[src/rtl/mem_access_ctrl_if.sv]
// Data-bus channel between the MEM-stage access controller and data memory.
// Requests use valid/ready; the response is a single-cycle drsp_valid strobe with no backpressure.
interface mem_access_ctrl_if #(
   parameter int ADDR_W = 32,
   parameter int DATA_W = 32
);
   logic                  dreq_valid;
   logic                  dreq_ready;
   logic                  dreq_wr;
   logic [ADDR_W-1:0]     dreq_addr;
   logic [DATA_W/8-1:0]   dreq_wstrb;
   logic [DATA_W-1:0]     dreq_wdata;
   logic                  drsp_valid;
   logic [DATA_W-1:0]     drsp_rdata;

   modport master (
      output dreq_valid, dreq_wr, dreq_addr, dreq_wstrb, dreq_wdata,
      input  dreq_ready, drsp_valid, drsp_rdata
   );

   modport slave (
      input  dreq_valid, dreq_wr, dreq_addr, dreq_wstrb, dreq_wdata,
      output dreq_ready, drsp_valid, drsp_rdata
   );
endinterface

[src/rtl/mem_access_ctrl.sv]
// MEM-stage data-memory controller: one bus transaction per load/store, load data aligned/extended for WB; DMEM_UNALIGNED_EN adds LWL/LWR/SWL/SWR.
// Accept to DONE takes 2 cycles plus bus wait; stalls the pipeline until DONE, a flush drops the stall but the bus transaction still completes.
module mem_access_ctrl #(
   parameter int ADDR_W = 32,
   parameter int DATA_W = 32
) (
   input  logic              clk,
   input  logic              rst,
   input  logic              mem_flush,
   input  logic              mem_valid,
   input  logic [2:0]        mem_load_op,
   input  logic [2:0]        mem_store_op,
   input  logic [ADDR_W-1:0] mem_addr,
   input  logic [DATA_W-1:0] mem_wdata,
   input  logic [DATA_W-1:0] mem_rt_old,
   input  logic              mem_except,
   output logic              mem_stall,
   output logic              mem_busy,
   output logic              ld_done,
   output logic [DATA_W-1:0] ld_data,
   mem_access_ctrl_if.master dbus
);

   localparam logic [2:0] LD_LB  = 3'd1;
   localparam logic [2:0] LD_LBU = 3'd2;
   localparam logic [2:0] LD_LH  = 3'd3;
   localparam logic [2:0] LD_LHU = 3'd4;
   localparam logic [2:0] LD_LW  = 3'd5;
   localparam logic [2:0] ST_SB  = 3'd1;
   localparam logic [2:0] ST_SH  = 3'd2;
   localparam logic [2:0] ST_SW  = 3'd3;
`ifdef DMEM_UNALIGNED_EN
   localparam logic [2:0] LD_LWL = 3'd6;
   localparam logic [2:0] LD_LWR = 3'd7;
   localparam logic [2:0] ST_SWL = 3'd4;
   localparam logic [2:0] ST_SWR = 3'd5;
`endif

   typedef enum logic [1:0] {S_IDLE, S_REQ, S_WAIT, S_DONE} state_t;

   state_t              state_q, state_d;
   logic                kill_q, kill_d;
   logic                is_load_q, is_load_d;
   logic [2:0]          load_op_q, load_op_d;
   logic [1:0]          k_q, k_d;
   logic                wr_q, wr_d;
   logic [ADDR_W-1:0]   addr_q, addr_d;
   logic [3:0]          wstrb_q, wstrb_d;
   logic [DATA_W-1:0]   wdata_q, wdata_d;
   logic [DATA_W-1:0]   ld_data_q, ld_data_d;
`ifdef DMEM_UNALIGNED_EN
   logic [DATA_W-1:0]   rt_old_q, rt_old_d;
`endif

   logic                ld_any, st_any, no_bus, accept;
   logic [1:0]          k_in;
   logic [3:0]          wstrb_new;
   logic [DATA_W-1:0]   wdata_new;
   logic [7:0]          rbyte;
   logic [15:0]         rhalf;
   logic [DATA_W-1:0]   ld_ext;

   assign k_in = mem_addr[1:0];

   // Decode the incoming op; no_bus marks ops completed locally without a bus request.
   always_comb begin
      ld_any = (mem_load_op != 3'd0);
      st_any = (mem_store_op >= 3'd1) && (mem_store_op <= 3'd5);
`ifdef DMEM_UNALIGNED_EN
      no_bus = 1'b0;
`else
      no_bus = ld_any ? (mem_load_op >= 3'd6) : (mem_store_op >= 3'd4);
`endif
      accept = (state_q == S_IDLE) && mem_valid && !mem_except && !mem_flush
               && (ld_any || st_any);
   end

   always_comb begin
      wstrb_new = 4'b0000;
      wdata_new = '0;
      case (mem_store_op)
         ST_SB: begin
            wstrb_new = 4'b0001 << k_in;
            wdata_new = {4{mem_wdata[7:0]}};
         end
         ST_SH: begin
            wstrb_new = k_in[1] ? 4'b1100 : 4'b0011;
            wdata_new = {2{mem_wdata[15:0]}};
         end
         ST_SW: begin
            wstrb_new = 4'b1111;
            wdata_new = mem_wdata;
         end
`ifdef DMEM_UNALIGNED_EN
         ST_SWL: begin
            wstrb_new = 4'b1111 >> ~k_in;
            wdata_new = mem_wdata >> {~k_in, 3'b000};
         end
         ST_SWR: begin
            wstrb_new = 4'b1111 << k_in;
            wdata_new = mem_wdata << {k_in, 3'b000};
         end
`endif
         default: ;
      endcase
   end

   always_comb begin
      case (k_q)
         2'd0:    rbyte = dbus.drsp_rdata[7:0];
         2'd1:    rbyte = dbus.drsp_rdata[15:8];
         2'd2:    rbyte = dbus.drsp_rdata[23:16];
         default: rbyte = dbus.drsp_rdata[31:24];
      endcase
      rhalf  = k_q[1] ? dbus.drsp_rdata[31:16] : dbus.drsp_rdata[15:0];
      ld_ext = dbus.drsp_rdata;
      case (load_op_q)
         LD_LB:  ld_ext = {{24{rbyte[7]}}, rbyte};
         LD_LBU: ld_ext = {24'd0, rbyte};
         LD_LH:  ld_ext = {{16{rhalf[15]}}, rhalf};
         LD_LHU: ld_ext = {16'd0, rhalf};
         LD_LW:  ld_ext = dbus.drsp_rdata;
`ifdef DMEM_UNALIGNED_EN
         LD_LWL: ld_ext = (dbus.drsp_rdata << {~k_q, 3'b000})
                        | (rt_old_q & (32'h00FF_FFFF >> {k_q, 3'b000}));
         LD_LWR: ld_ext = (dbus.drsp_rdata >> {k_q, 3'b000})
                        | (rt_old_q & ~(32'hFFFF_FFFF >> {k_q, 3'b000}));
`endif
         default: ;
      endcase
   end

   // Next-state logic; a response seen in REQ is ignored since the bus cannot answer before acceptance.
   always_comb begin
      state_d = state_q;
      case (state_q)
         S_IDLE: if (accept) state_d = no_bus ? S_DONE : S_REQ;
         S_REQ:  if (dbus.dreq_ready) state_d = S_WAIT;
         S_WAIT: if (dbus.drsp_valid) state_d = S_DONE;
         S_DONE: state_d = S_IDLE;
         default: state_d = S_IDLE;
      endcase
   end

   always_comb begin
      kill_d    = kill_q;
      is_load_d = is_load_q;
      load_op_d = load_op_q;
      k_d       = k_q;
      wr_d      = wr_q;
      addr_d    = addr_q;
      wstrb_d   = wstrb_q;
      wdata_d   = wdata_q;
      ld_data_d = ld_data_q;
`ifdef DMEM_UNALIGNED_EN
      rt_old_d  = rt_old_q;
`endif
      if (accept) begin
         is_load_d = ld_any;
         load_op_d = mem_load_op;
         k_d       = k_in;
         wr_d      = !ld_any;
         addr_d    = {mem_addr[ADDR_W-1:2], 2'b00};
         wstrb_d   = ld_any ? 4'b0000 : wstrb_new;
         wdata_d   = ld_any ? '0 : wdata_new;
`ifdef DMEM_UNALIGNED_EN
         rt_old_d  = mem_rt_old;
`else
         if (no_bus && ld_any) ld_data_d = mem_rt_old;
`endif
      end
      if ((state_q == S_REQ || state_q == S_WAIT) && mem_flush) kill_d = 1'b1;
      if (state_q == S_DONE) kill_d = 1'b0;
      if (state_q == S_WAIT && dbus.drsp_valid && is_load_q && !kill_d) ld_data_d = ld_ext;
   end

   always_ff @(posedge clk) begin
      if (rst) begin
         state_q   <= S_IDLE;
         kill_q    <= 1'b0;
         is_load_q <= 1'b0;
         load_op_q <= 3'd0;
         k_q       <= 2'd0;
         wr_q      <= 1'b0;
         addr_q    <= '0;
         wstrb_q   <= 4'b0000;
         wdata_q   <= '0;
         ld_data_q <= '0;
`ifdef DMEM_UNALIGNED_EN
         rt_old_q  <= '0;
`endif
      end else begin
         state_q   <= state_d;
         kill_q    <= kill_d;
         is_load_q <= is_load_d;
         load_op_q <= load_op_d;
         k_q       <= k_d;
         wr_q      <= wr_d;
         addr_q    <= addr_d;
         wstrb_q   <= wstrb_d;
         wdata_q   <= wdata_d;
         ld_data_q <= ld_data_d;
`ifdef DMEM_UNALIGNED_EN
         rt_old_q  <= rt_old_d;
`endif
      end
   end

   // Stall drops in the flush cycle itself, before kill_q has registered.
   always_comb begin
      dbus.dreq_valid = (state_q == S_REQ);
      mem_busy        = (state_q != S_IDLE);
      ld_done         = (state_q == S_DONE) && is_load_q && !kill_q;
      mem_stall       = accept
                        || ((state_q == S_REQ || state_q == S_WAIT) && !kill_q && !mem_flush);
   end

   assign dbus.dreq_wr    = wr_q;
   assign dbus.dreq_addr  = addr_q;
   assign dbus.dreq_wstrb = wstrb_q;
   assign dbus.dreq_wdata = wdata_q;
   assign ld_data         = ld_data_q;

endmodule

[src/flat_wrapper.sv]
// flat-port wrapper written by rule: the top's interface ports become plain ports
module mem_access_ctrl_flat 
#(
   parameter int ADDR_W = 32,
   parameter int DATA_W = 32
)
  (clk, rst, mem_flush, mem_valid, mem_load_op, mem_store_op, mem_addr, mem_wdata, mem_rt_old, mem_except, mem_stall, mem_busy, ld_done, ld_data, dbus_dreq_valid, dbus_dreq_wr, dbus_dreq_addr, dbus_dreq_wstrb, dbus_dreq_wdata, dbus_dreq_ready, dbus_drsp_valid, dbus_drsp_rdata);
  mem_access_ctrl_if #(.ADDR_W(ADDR_W), .DATA_W(DATA_W)) dbus_i ();
  input  logic clk;
  input  logic rst;
  input  logic mem_flush;
  input  logic mem_valid;
  input  logic [2:0] mem_load_op;
  input  logic [2:0] mem_store_op;
  input  logic [ADDR_W-1:0] mem_addr;
  input  logic [DATA_W-1:0] mem_wdata;
  input  logic [DATA_W-1:0] mem_rt_old;
  input  logic mem_except;
  output logic mem_stall;
  output logic mem_busy;
  output logic ld_done;
  output logic [DATA_W-1:0] ld_data;
  output wire logic [$bits(dbus_i.dreq_valid)-1:0] dbus_dreq_valid;
  output wire logic [$bits(dbus_i.dreq_wr)-1:0] dbus_dreq_wr;
  output wire logic [$bits(dbus_i.dreq_addr)-1:0] dbus_dreq_addr;
  output wire logic [$bits(dbus_i.dreq_wstrb)-1:0] dbus_dreq_wstrb;
  output wire logic [$bits(dbus_i.dreq_wdata)-1:0] dbus_dreq_wdata;
  input wire logic [$bits(dbus_i.dreq_ready)-1:0] dbus_dreq_ready;
  input wire logic [$bits(dbus_i.drsp_valid)-1:0] dbus_drsp_valid;
  input wire logic [$bits(dbus_i.drsp_rdata)-1:0] dbus_drsp_rdata;
  assign dbus_dreq_valid = dbus_i.dreq_valid;
  assign dbus_dreq_wr = dbus_i.dreq_wr;
  assign dbus_dreq_addr = dbus_i.dreq_addr;
  assign dbus_dreq_wstrb = dbus_i.dreq_wstrb;
  assign dbus_dreq_wdata = dbus_i.dreq_wdata;
  assign dbus_i.dreq_ready = dbus_dreq_ready;
  assign dbus_i.drsp_valid = dbus_drsp_valid;
  assign dbus_i.drsp_rdata = dbus_drsp_rdata;
  mem_access_ctrl #(.ADDR_W(ADDR_W), .DATA_W(DATA_W)) u_core (.clk(clk), .rst(rst), .mem_flush(mem_flush), .mem_valid(mem_valid), .mem_load_op(mem_load_op), .mem_store_op(mem_store_op), .mem_addr(mem_addr), .mem_wdata(mem_wdata), .mem_rt_old(mem_rt_old), .mem_except(mem_except), .mem_stall(mem_stall), .mem_busy(mem_busy), .ld_done(ld_done), .ld_data(ld_data), .dbus(dbus_i));
endmodule
[config.mk]
export PLATFORM = sky130hd
export DESIGN_NAME = mem_access_ctrl_flat
export DESIGN_NICKNAME = d
export VERILOG_FILES = /design/src/rtl/mem_access_ctrl_if.sv /design/src/rtl/mem_access_ctrl.sv /design/src/flat_wrapper.sv
export SDC_FILE = /design/constraint.sdc
export NUM_CORES = 1
export LEC_CHECK = 0
export ABC_AREA = 1
export CORE_UTILIZATION = 43
export CTS_CLUSTER_DIAMETER = 50
export DETAILED_ROUTE_END_ITERATION = 7
export HOLD_SLACK_MARGIN = 0.12
export PLACE_DENSITY = 0.84
export RECOVER_POWER = 25
export REMOVE_ABC_BUFFERS = 1
export SLEW_MARGIN = 10
export SYNTH_ARGS = -nofsm -noshare
export SYNTH_HDL_FRONTEND = slang
export SYNTH_SLANG_ARGS = --single-unit
[constraint.sdc]
create_clock -name clk -period 2.8 [get_ports clk]
set_clock_uncertainty 0.2 [all_clocks]
set_input_delay 0.28 -clock clk [delete_from_list [all_inputs] [get_ports clk]]
set_output_delay 0.28 -clock clk [all_outputs]
set_load 0.1 [all_outputs]
==> results.sh, run 1 <==
export IMPL_status="complete, no violations"
export IMPL_syn_area_per_cell_um2=6.59
export IMPL_finalPower_uw=4700
export IMPL_synthFlopType="dfxtp_1"
export IMPL_synthXorXnorAreaFrac=0
export IMPL_muxShareOfSynthArea=0
export IMPL_first_iter_violations=459
export IMPL_rsz0062_at_grt="false"
export IMPL_required_ns=2.32
export IMPL_cts_clk_slew_worst_paths_ns=0.08
export IMPL_r2r_slack_ns=0.52
export IMPL_p_leak_uw=0.00344
export IMPL_cp_start_kind="flop"
export IMPL_grt_pass1_vias=5928
export IMPL_clkLatencyLatePin_ns=0.35
export IMPL_ys_ff_latch=108
export IMPL_port_buffers=243
export IMPL_synth_warnings=0
export IMPL_fp_dieArea_mm2=0.0136
export IMPL_vias=6470
export IMPL_worstPathArrival_ns=2.14
export IMPL_areaGrowthSynthToFinish_pct=42.3
export IMPL_synth_top_area_frac=0.382
export IMPL_wirelength_mm=18.0
export IMPL_fin_cells=1258
export IMPL_num_antenna_cells=0
export IMPL_dr_pass1_iters=5
export IMPL_final_hold_violation_count=0
export IMPL_crit_type="reg2out"
export IMPL_finalCritPeriodShare=0.936
export IMPL_synth_area_top_cells="dfxtp_1 38%, nand2_1 16%, nor2_1 7.7%, o21ai_0 7.3%, a21oi_1 5.7%"
export IMPL_maxSlewViolCount=0
export IMPL_gp_congestion=0.898
export IMPL_vdd_drop_max_uv=262
export IMPL_drc=0
export IMPL_grt_remaining_overflow=0
export IMPL_synth_top_family_by_area="simple AND/OR/NAND/NOR gates"
export IMPL_fmax_ghz=0.382
export IMPL_slew_headroom=0.197
export IMPL_dpl_hpwl_mm=13.3
export IMPL_post_synth_and_or_nand_nor_area_fraction=0.365
export IMPL_dieWidth_um=117
export IMPL_power_per_cell_area_mw_per_mm2=584
export IMPL_core_area_mm2=0.0127
export IMPL_tritoncts="done"
export IMPL_place_inst=1242
export IMPL_postCtsHoldBufs=0
export IMPL_cts_max_path_buffers=2
export IMPL_cts_resized=0
export IMPL_ioPinCount=246
export IMPL_worst_setup_path_end_kind="output pin"
export IMPL_clock_sinks=108
export IMPL_post_cts_buffers=0
export IMPL_cp_max_fo=25
export IMPL_cts_buffers=9
export IMPL_drive_gt1_frac=0.106
export IMPL_yosysUniqueCellTypes=32
export IMPL_final_setup_viol_count=0
export IMPL_antenna_found_initial=0
export IMPL_grtUsageTotal=0.260
export IMPL_die_y_um=117
export IMPL_drv_cap=0
export IMPL_avgRoutedWirePerCell_um=14.3
export IMPL_vias_per_cell=5.14
export IMPL_rows=41
export IMPL_drtAntennaViolNets=0
export IMPL_worst_pin_slew_ns=1.21
export IMPL_synth_most_common_cell="nand2_1"
export IMPL_ys_seq_area_frac=0.382
export IMPL_nNetsFinal=1227
export IMPL_r2r_start="u_core.state_q[0]"
export IMPL_setup_tns_ns=0
export IMPL_synth_fa_ha_area_frac=0.0110
export IMPL_synthTopCellsByCount="235 x nand2_1, 116 x nor2_1, 108 x dfxtp_1"
export IMPL_grt_max_degree=50
export IMPL_critPathLaunch="u_core.state_q[0]"
export IMPL_yosys_area_top_type="dfxtp_1"
export IMPL_cts_root_buf="clkbuf_16"
export IMPL_min_period_ns=2.62
export IMPL_synth_compound_area_share=0.158
export IMPL_initial_core_util=0.445
export IMPL_hold_path_class="reg2reg"
export IMPL_syn_inst=860
export IMPL_h_tree_depth=3
export IMPL_synth_edff_count=0
export IMPL_syn_area_mm2=0.00566
export IMPL_min_from="u_core.dbus.dreq_wdata[11]"
export IMPL_grt_first_pass_wirelength_mm=27.9
export IMPL_ys_async_sr_fraction=0
layout by cell type, fill, tap and decap left out, drive strengths merged, types with 11 or more instances in the layout:
master,netlist,routed
a21oi,64,64
clkbuf,19,63
o211ai,11,11
buf,31,67
o21ai,93,93
or2,12,12
dfxtp,108,108
nand2,239,239
nand3b,27,27
nor2,121,121
nand3,63,63
inv,54,57
clkdlybuf4s50,0,140
kinds of logic after synthesis:
group | after synthesis
and+or+nand+nor | 470
AOI/OAI and AO/OA | 171
DFF | 108
buffers and inverters | 105
adders and majority gates | 5
other | 1
worst max-delay path: stages, from the launching register on:
cell and delay (ns):
dfxtp_1 0.36, inv_1 0.11, ha_1 0.21, nand2_1 0.08, nor3_2 0.33, nand2_4 0.26
o21ai_0 0.22, buf_12 0.22
metal layers:
layer / track usage / vias up / part of all wire
li1: - / 3224 / -
met1: 0.302 / 2940 / 0.41
met2: 0.449 / 270 / 0.47
met3: 0.0798 / 36 / 0.096
met4: 0.102 / 0 / 0.025
met5: 0 / - / 0
flip-flops by register name, indices dropped and copies added (netlist names):
name and flops:
u_core.dbus.dreq_wstrb 4, u_core.load_op_q 3, u_core.is_load_q 1, u_core.kill_q 1, u_core.dbus.dreq_wr 1, u_core.k_q 2, u_core.state_q 2, u_core.dbus.dreq_addr 30
u_core.dbus.dreq_wdata 32, u_core.ld_data 32
area by class of cell:
| cell class | count | area [µm²] |
|---|---|---|
| clock inverter | 5 | 66.3 |
| tap | 172 | 215 |
| fill | 1252 | 4660 |
| timing repair buffer | 259 | 2140 |
| inverter | 55 | 206 |
| multi-input combinational | 648 | 3030 |
| clock buffer | 11 | 243 |
| sequential | 108 | 2160 |
worst paths after layout:
path | depth (start not counted) | end
worst max-delay path | 7 | mem_stall
worst max register to register | 8 | u_core.ld_data[30]
worst min-delay path | 2 | u_core.dbus.dreq_wdata[11]
worst min register to register | 2 | u_core.dbus.dreq_wdata[11]
power by group:
part	internal (µW)	switching, µW	total (µW)
Combinational	492	1180	1670
Sequential	1630	63.9	1690
Clock	732	603	1340
through the flow:
stage               hold slack (ns)  setup WS, ns  instance area, µm²  utilization
floorplan                     0.149        -0.560                5400            -
global placement              0.254         0.437                7950        0.625
detailed placement            0.258         0.393                7950        0.625
CTS                           0.270         0.159                8250        0.649
global route                  0.283        0.0255                8060        0.633
finish                        0.267         0.180                8060        0.633
(Power assumes the default switching activity.)
==> run 2, diff against run 1 <==
ABC_AREA = not set   (was 1)
GPL_TIMING_DRIVEN = 0   (was not set)
PLACE_DENSITY = 0.85   (was 0.84)
==> results.sh, run 2 <==
export IMPL_drtAntennaViolNets=0
export IMPL_syn_area_mm2=0.00558
export IMPL_rsz0062_at_grt="false"
export IMPL_finalCritPeriodShare=0.950
export IMPL_ys_ff_latch=108
export IMPL_drv_cap=0
export IMPL_highest_layer="met4"
export IMPL_cts_max_path_buffers=2
export IMPL_routed_wl_met2_mm=8.38
export IMPL_antenna_found_initial=0
export IMPL_power_per_cell_area_mw_per_mm2=533
export IMPL_dpl_hpwl_mm=12.6
export IMPL_die_y_um=116
export IMPL_ys_seq_area_frac=0.387
export IMPL_synthTopCellsByCount="119 x nand2_1, 108 x dfxtp_1, 65 x a21oi_1"
export IMPL_wirelength_mm=17.9
export IMPL_worst_setup_path_end_kind="output pin"
export IMPL_core_area_mm2=0.0126
export IMPL_synth_area_top_cells="dfxtp_1 39%, nand2_1 8.0%, a21oi_1 5.8%, a22oi_1 5.6%, a22o_1 4.2%"
export IMPL_clkLatencyLatePin_ns=0.35
export IMPL_r2r_slack_ns=0.29
export IMPL_grt_remaining_overflow=0
export IMPL_dieWidth_um=116
export IMPL_wl_met1_mm=7.06
export IMPL_synth_warnings=0
export IMPL_fp_dieArea_mm2=0.0134
export IMPL_cp_slowest_stage_delay_ns=0.55
export IMPL_wl_met3_mm=2.07
export IMPL_areaGrowthSynthToFinish_pct=49.4
export IMPL_port_buffers=243
export IMPL_yosys_area_top_type="dfxtp_1"
export IMPL_avgRoutedWirePerCell_um=17.6
export IMPL_worstReg2RegEnd="u_core.ld_data[23]"
export IMPL_synth_most_common_cell="nand2_1"
export IMPL_fmax_ghz=0.376
export IMPL_cts_root_buf="clkbuf_16"
export IMPL_ys_async_sr_fraction=0
export IMPL_vias_per_cell=5.57
export IMPL_grt_pass1_vias=5343
export IMPL_drc=0
export IMPL_p_leak_uw=0.00289
export IMPL_yosysUniqueCellTypes=63
export IMPL_hold_path_class="in2reg"
export IMPL_grt_first_pass_wirelength_mm=27.2
export IMPL_postCtsHoldBufs=0
export IMPL_num_antenna_cells=0
export IMPL_crit_chain="clkdlybuf4s50_1 -> or3_4 -> o21ai_4 -> o21ai_0 -> buf_4"
export IMPL_grt_max_degree=63
export IMPL_nNetsFinal=990
export IMPL_min_from="rst"
export IMPL_status="complete, no violations"
export IMPL_required_ns=2.32
export IMPL_rows=41
export IMPL_synth_top_area_frac=0.387
export IMPL_dr_pass1_iters=5
export IMPL_clock_sinks=108
export IMPL_ioPinCount=246
export IMPL_first_iter_violations=374
export IMPL_worstHoldEndpoint="u_core.dbus.dreq_wdata[22]"
export IMPL_vias=5680
export IMPL_grtUsageTotal=0.261
export IMPL_final_cell_mix="215 x clkdlybuf4s50_1, 119 x nand2_1, 107 x dfxtp_1"
export IMPL_cp_start_kind="input pin"
export IMPL_worstRegToRegCells=6
export IMPL_timing_final_ws_setup_ns=0.141
export IMPL_min_path_cells=2
export IMPL_worstPathArrival_ns=2.18
export IMPL_gp_congestion=0.840
export IMPL_crit_type="in2out"
export IMPL_syn_inst=640
export IMPL_whs_ns=0.204
export IMPL_synthFlopType="dfxtp_1"
export IMPL_initial_core_util=0.442
export IMPL_min_period_ns=2.66
export IMPL_final_common_cell="clkdlybuf4s50_1"
export IMPL_maxSlewViolCount=0
export IMPL_cts_clk_slew_worst_paths_ns=0.07
export IMPL_worst_pin_slew_ns=1.04
export IMPL_tritoncts="done"
export IMPL_post_route_util=0.661
export IMPL_drive_gt1_frac=0.106
export IMPL_final_hold_violation_count=0
export IMPL_h_tree_depth=3
export IMPL_final_setup_viol_count=0
export IMPL_slowest_stage="clkdlybuf4s50_1"
export IMPL_vdd_drop_max_uv=462
export IMPL_cts_buffers=9
export IMPL_place_ws_ns=-1.25
export IMPL_syn_area_per_cell_um2=8.73
export IMPL_critPathBufInv=2
export IMPL_cp_max_fo=13
export IMPL_synth_edff_count=0
export IMPL_slew_headroom=0.301
export IMPL_path_delay_family="buffers and inverters"
export IMPL_r2r_start="u_core.state_q[0]"
## run 2: cell types whose count changed after synthesis, moves of 24 or more
cell,delta
nor2_1,-72
a22o_1,+27
a22oi_1,+42
o21ai_0,-75
nand2_1,-116
nand3_1,-60
nand3b_1,-24
inv_1,-34
## run 2: logic make-up after synthesis
| kind of cell | share of synthesized area |
|---|---|
| flops | 0.387 |
| xor+xnor | 0.00157 |
| buf+inv | 0.0708 |
| mux | 0.0701 |
| compound gates | 0.309 |
| simple gates | 0.149 |
| fa+ha+maj | 0.0112 |
| other cells | 0.000672 |
## run 2: timing repair
item	in CTS	in global routing
gates resized for setup	17	4
endpoints found under the hold margin	0	0
cloned	0	0
endpoints found under the setup margin	79	37
pin swaps	0	2
setup buffers	0	3
## run 2: final cells by class
cell class | count | area (µm²)
clock buffer | 9 | 225
clock inverter | 6 | 47.5
fill | 1046 | 4280
inverter | 15 | 56.3
multi-input combinational | 457 | 3060
sequential | 108 | 2160
tap | 172 | 215
timing repair buffer | 253 | 2580
## run 2: worst register-to-register path: stages, from the launching register on
cell      delay [ns]
dfxtp_1         0.34
inv_1           0.11
ha_1            0.22
and4bb_2        0.41
and3_4          0.50
or3_1           0.42
o32ai_1         0.17
## run 2: per-layer routing
metal | vias up | GRT usage
li1 | 2745 | -
met1 | 2619 | 0.293
met2 | 282 | 0.435
met3 | 34 | 0.116
met4 | 0 | 0.0983
met5 | - | 0
## run 2: power breakdown
group,leakage (µW),switching (µW),total (µW),internal [µW]
Combinational,0.00188,1020,1550,529
Sequential,0.000873,65.8,1670,1610
Clock,0.000133,610,1220,611
Total,0.00289,1700,4450,2750
## run 2: worst max-delay path by stage
stage / from / depth (start not counted) / to
finish: mem_load_op[1] / 5 / mem_stall
global route: u_core.state_q[0] / 7 / u_core.ld_data[10]
CTS: u_core.state_q[0] / 7 / u_core.ld_data[9]
detailed placement: mem_store_op[1] / 5 / mem_stall
global placement: mem_store_op[1] / 5 / mem_stall
floorplan: mem_load_op[0] / 3 / mem_stall
## run 2: stage by stage
stage / total power (µW) / setup TNS (ns) / cell area (µm²) / instances
floorplan: 2700 / -10.35 / 5250 / 580
global placement: 3210 / -220.70 / 7900 / 995
detailed placement: 3270 / -50.82 / 8060 / 1002
CTS: 4480 / -0.399 / 8330 / 1017
global route: 4640 / 0 / 8340 / 1020
finish: 4450 / 0 / 8340 / 1020
==> run 3, diff against run 2 <==
SKIP_CTS_REPAIR_TIMING = 1   (was not set)
==> results.sh, run 3 (synthesis gave the netlist of run 2 again) <==
export IMPL_vias=5665
export IMPL_drc=0
export IMPL_final_hold_violation_count=0
export IMPL_place_inst=1002
export IMPL_grt_first_pass_wirelength_mm=27.2
export IMPL_cts_root_buf="clkbuf_16"
export IMPL_final_setup_viol_count=0
export IMPL_grt_pass1_vias=5347
export IMPL_nFillCells=1048
export IMPL_p_leak_uw=0.00291
export IMPL_required_ns=2.32
export IMPL_min_path_cells=2
export IMPL_vias_per_cell=5.55
export IMPL_status="complete, no violations"
export IMPL_routed_wl_met2_mm=8.37
export IMPL_clkLatencyLatePin_ns=0.36
export IMPL_drtAntennaViolNets=0
export IMPL_fp_dieArea_mm2=0.0134
export IMPL_min_from="rst"
export IMPL_grtUsageTotal=0.261
export IMPL_avgRoutedWirePerCell_um=17.6
export IMPL_ioPinCount=246
export IMPL_highest_layer="met4"
export IMPL_initial_core_util=0.442
export IMPL_post_route_util=0.661
export IMPL_wl_met3_mm=2.08
export IMPL_worst_pin_slew_ns=1.05
export IMPL_hold_path_class="in2reg"
export IMPL_cp_max_fo=13
export IMPL_gp_congestion=0.840
export IMPL_power_per_cell_area_mw_per_mm2=534
export IMPL_fmax_ghz=0.371
export IMPL_vdd_drop_max_uv=462
export IMPL_antenna_found_initial=0
export IMPL_drv_cap=0
export IMPL_port_buffers=243
export IMPL_dpl_hpwl_mm=12.6
export IMPL_worst_setup_path_end_kind="output pin"
export IMPL_core_area_mm2=0.0126
export IMPL_num_antenna_cells=0
export IMPL_areaGrowthSynthToFinish_pct=49.3
export IMPL_first_iter_violations=339
export IMPL_r2r_slack_ns=0.28
export IMPL_maxSlewViolCount=0
export IMPL_worstRegToRegCells=7
export IMPL_r2r_start="u_core.state_q[0]"
export IMPL_clock_sinks=108
export IMPL_die_y_um=116
export IMPL_wirelength_mm=18.0
export IMPL_crit_type="in2out"
export IMPL_dieWidth_um=116
export IMPL_setup_tns_ns=0
export IMPL_cts_clk_slew_worst_paths_ns=0.07
export IMPL_cts_max_path_buffers=2
export IMPL_fin_cells=1020
export IMPL_worstPathArrival_ns=2.21
export IMPL_grt_max_degree=63
export IMPL_rows=41
export IMPL_min_period_ns=2.69
export IMPL_dr_pass1_iters=5
export IMPL_tritoncts="done"
export IMPL_finalCritPeriodShare=0.961
export IMPL_cp_start_kind="input pin"
export IMPL_worstReg2RegEnd="u_core.ld_data[19]"
export IMPL_nNetsFinal=990
export IMPL_grt_remaining_overflow=0
export IMPL_slew_headroom=0.300
export IMPL_worstHoldEndpoint="u_core.dbus.dreq_wdata[10]"
export IMPL_final_cell_mix="215 x clkdlybuf4s50_1, 119 x nand2_1, 107 x dfxtp_1"
export IMPL_rsz0062_at_grt="false"
export IMPL_wl_met1_mm=7.08
export IMPL_final_common_cell="clkdlybuf4s50_1"
export IMPL_cts_buffers=9
export IMPL_drive_gt1_frac=0.106
export IMPL_h_tree_depth=3
==> run 3: cell type report <==
cell class	instances	area, µm²	area share
sequential	108	2160	0.259
inverter	15	56.3	0.00675
tap	172	215	0.0258
timing repair buffer	253	2570	0.309
clock buffer	9	225	0.0270
multi-input combinational	457	3060	0.366
clock inverter	6	47.5	0.00570
==> run 3: critical path, cell delays in order <==
cell,delay [ns]
clkdlybuf4s50_1,0.55
or3_4,0.46
o21ai_4,0.44
o21ai_0,0.17
clkbuf_4,0.31
==> run 3: worst max-delay path by stage <==
stage                                  from                  to  slack, ns
final                        mem_load_op[1]           mem_stall       0.11
after global routing      u_core.state_q[0]  u_core.ld_data[10]       0.04
after CTS                   mem_store_op[1]           mem_stall      -1.27
after detailed placement    mem_store_op[1]           mem_stall      -1.25
after global placement      mem_store_op[1]           mem_stall      -3.29
after floorplan              mem_load_op[0]           mem_stall      -1.67
==> run 3: metal layers <==
metal,track usage,vias to the layer above
met4,0.0983,0
li1,-,2744
met3,0.116,30
met5,0,-
met1,0.293,2620
met2,0.435,271
==> run 3: metrics by stage <==
| stage | power, µW | worst slack, ns | instance area (µm²) | hold slack (ns) |
|---|---|---|---|---|
| after floorplan | 2700 | -1.67 | 5250 | 0.148 |
| after global placement | 3210 | -3.29 | 7900 | 0.240 |
| after detailed placement | 3270 | -1.25 | 8060 | 0.246 |
| after CTS | 4490 | -1.27 | 8330 | 0.180 |
| after global routing | 4650 | 0.0354 | 8340 | 0.210 |
| final | 4450 | 0.108 | 8340 | 0.205 |
==> run 3: report_power, final <==
part,internal (µW),switching [µW]
Combinational,535,1030
Clock,611,609
Sequential,1610,65.8
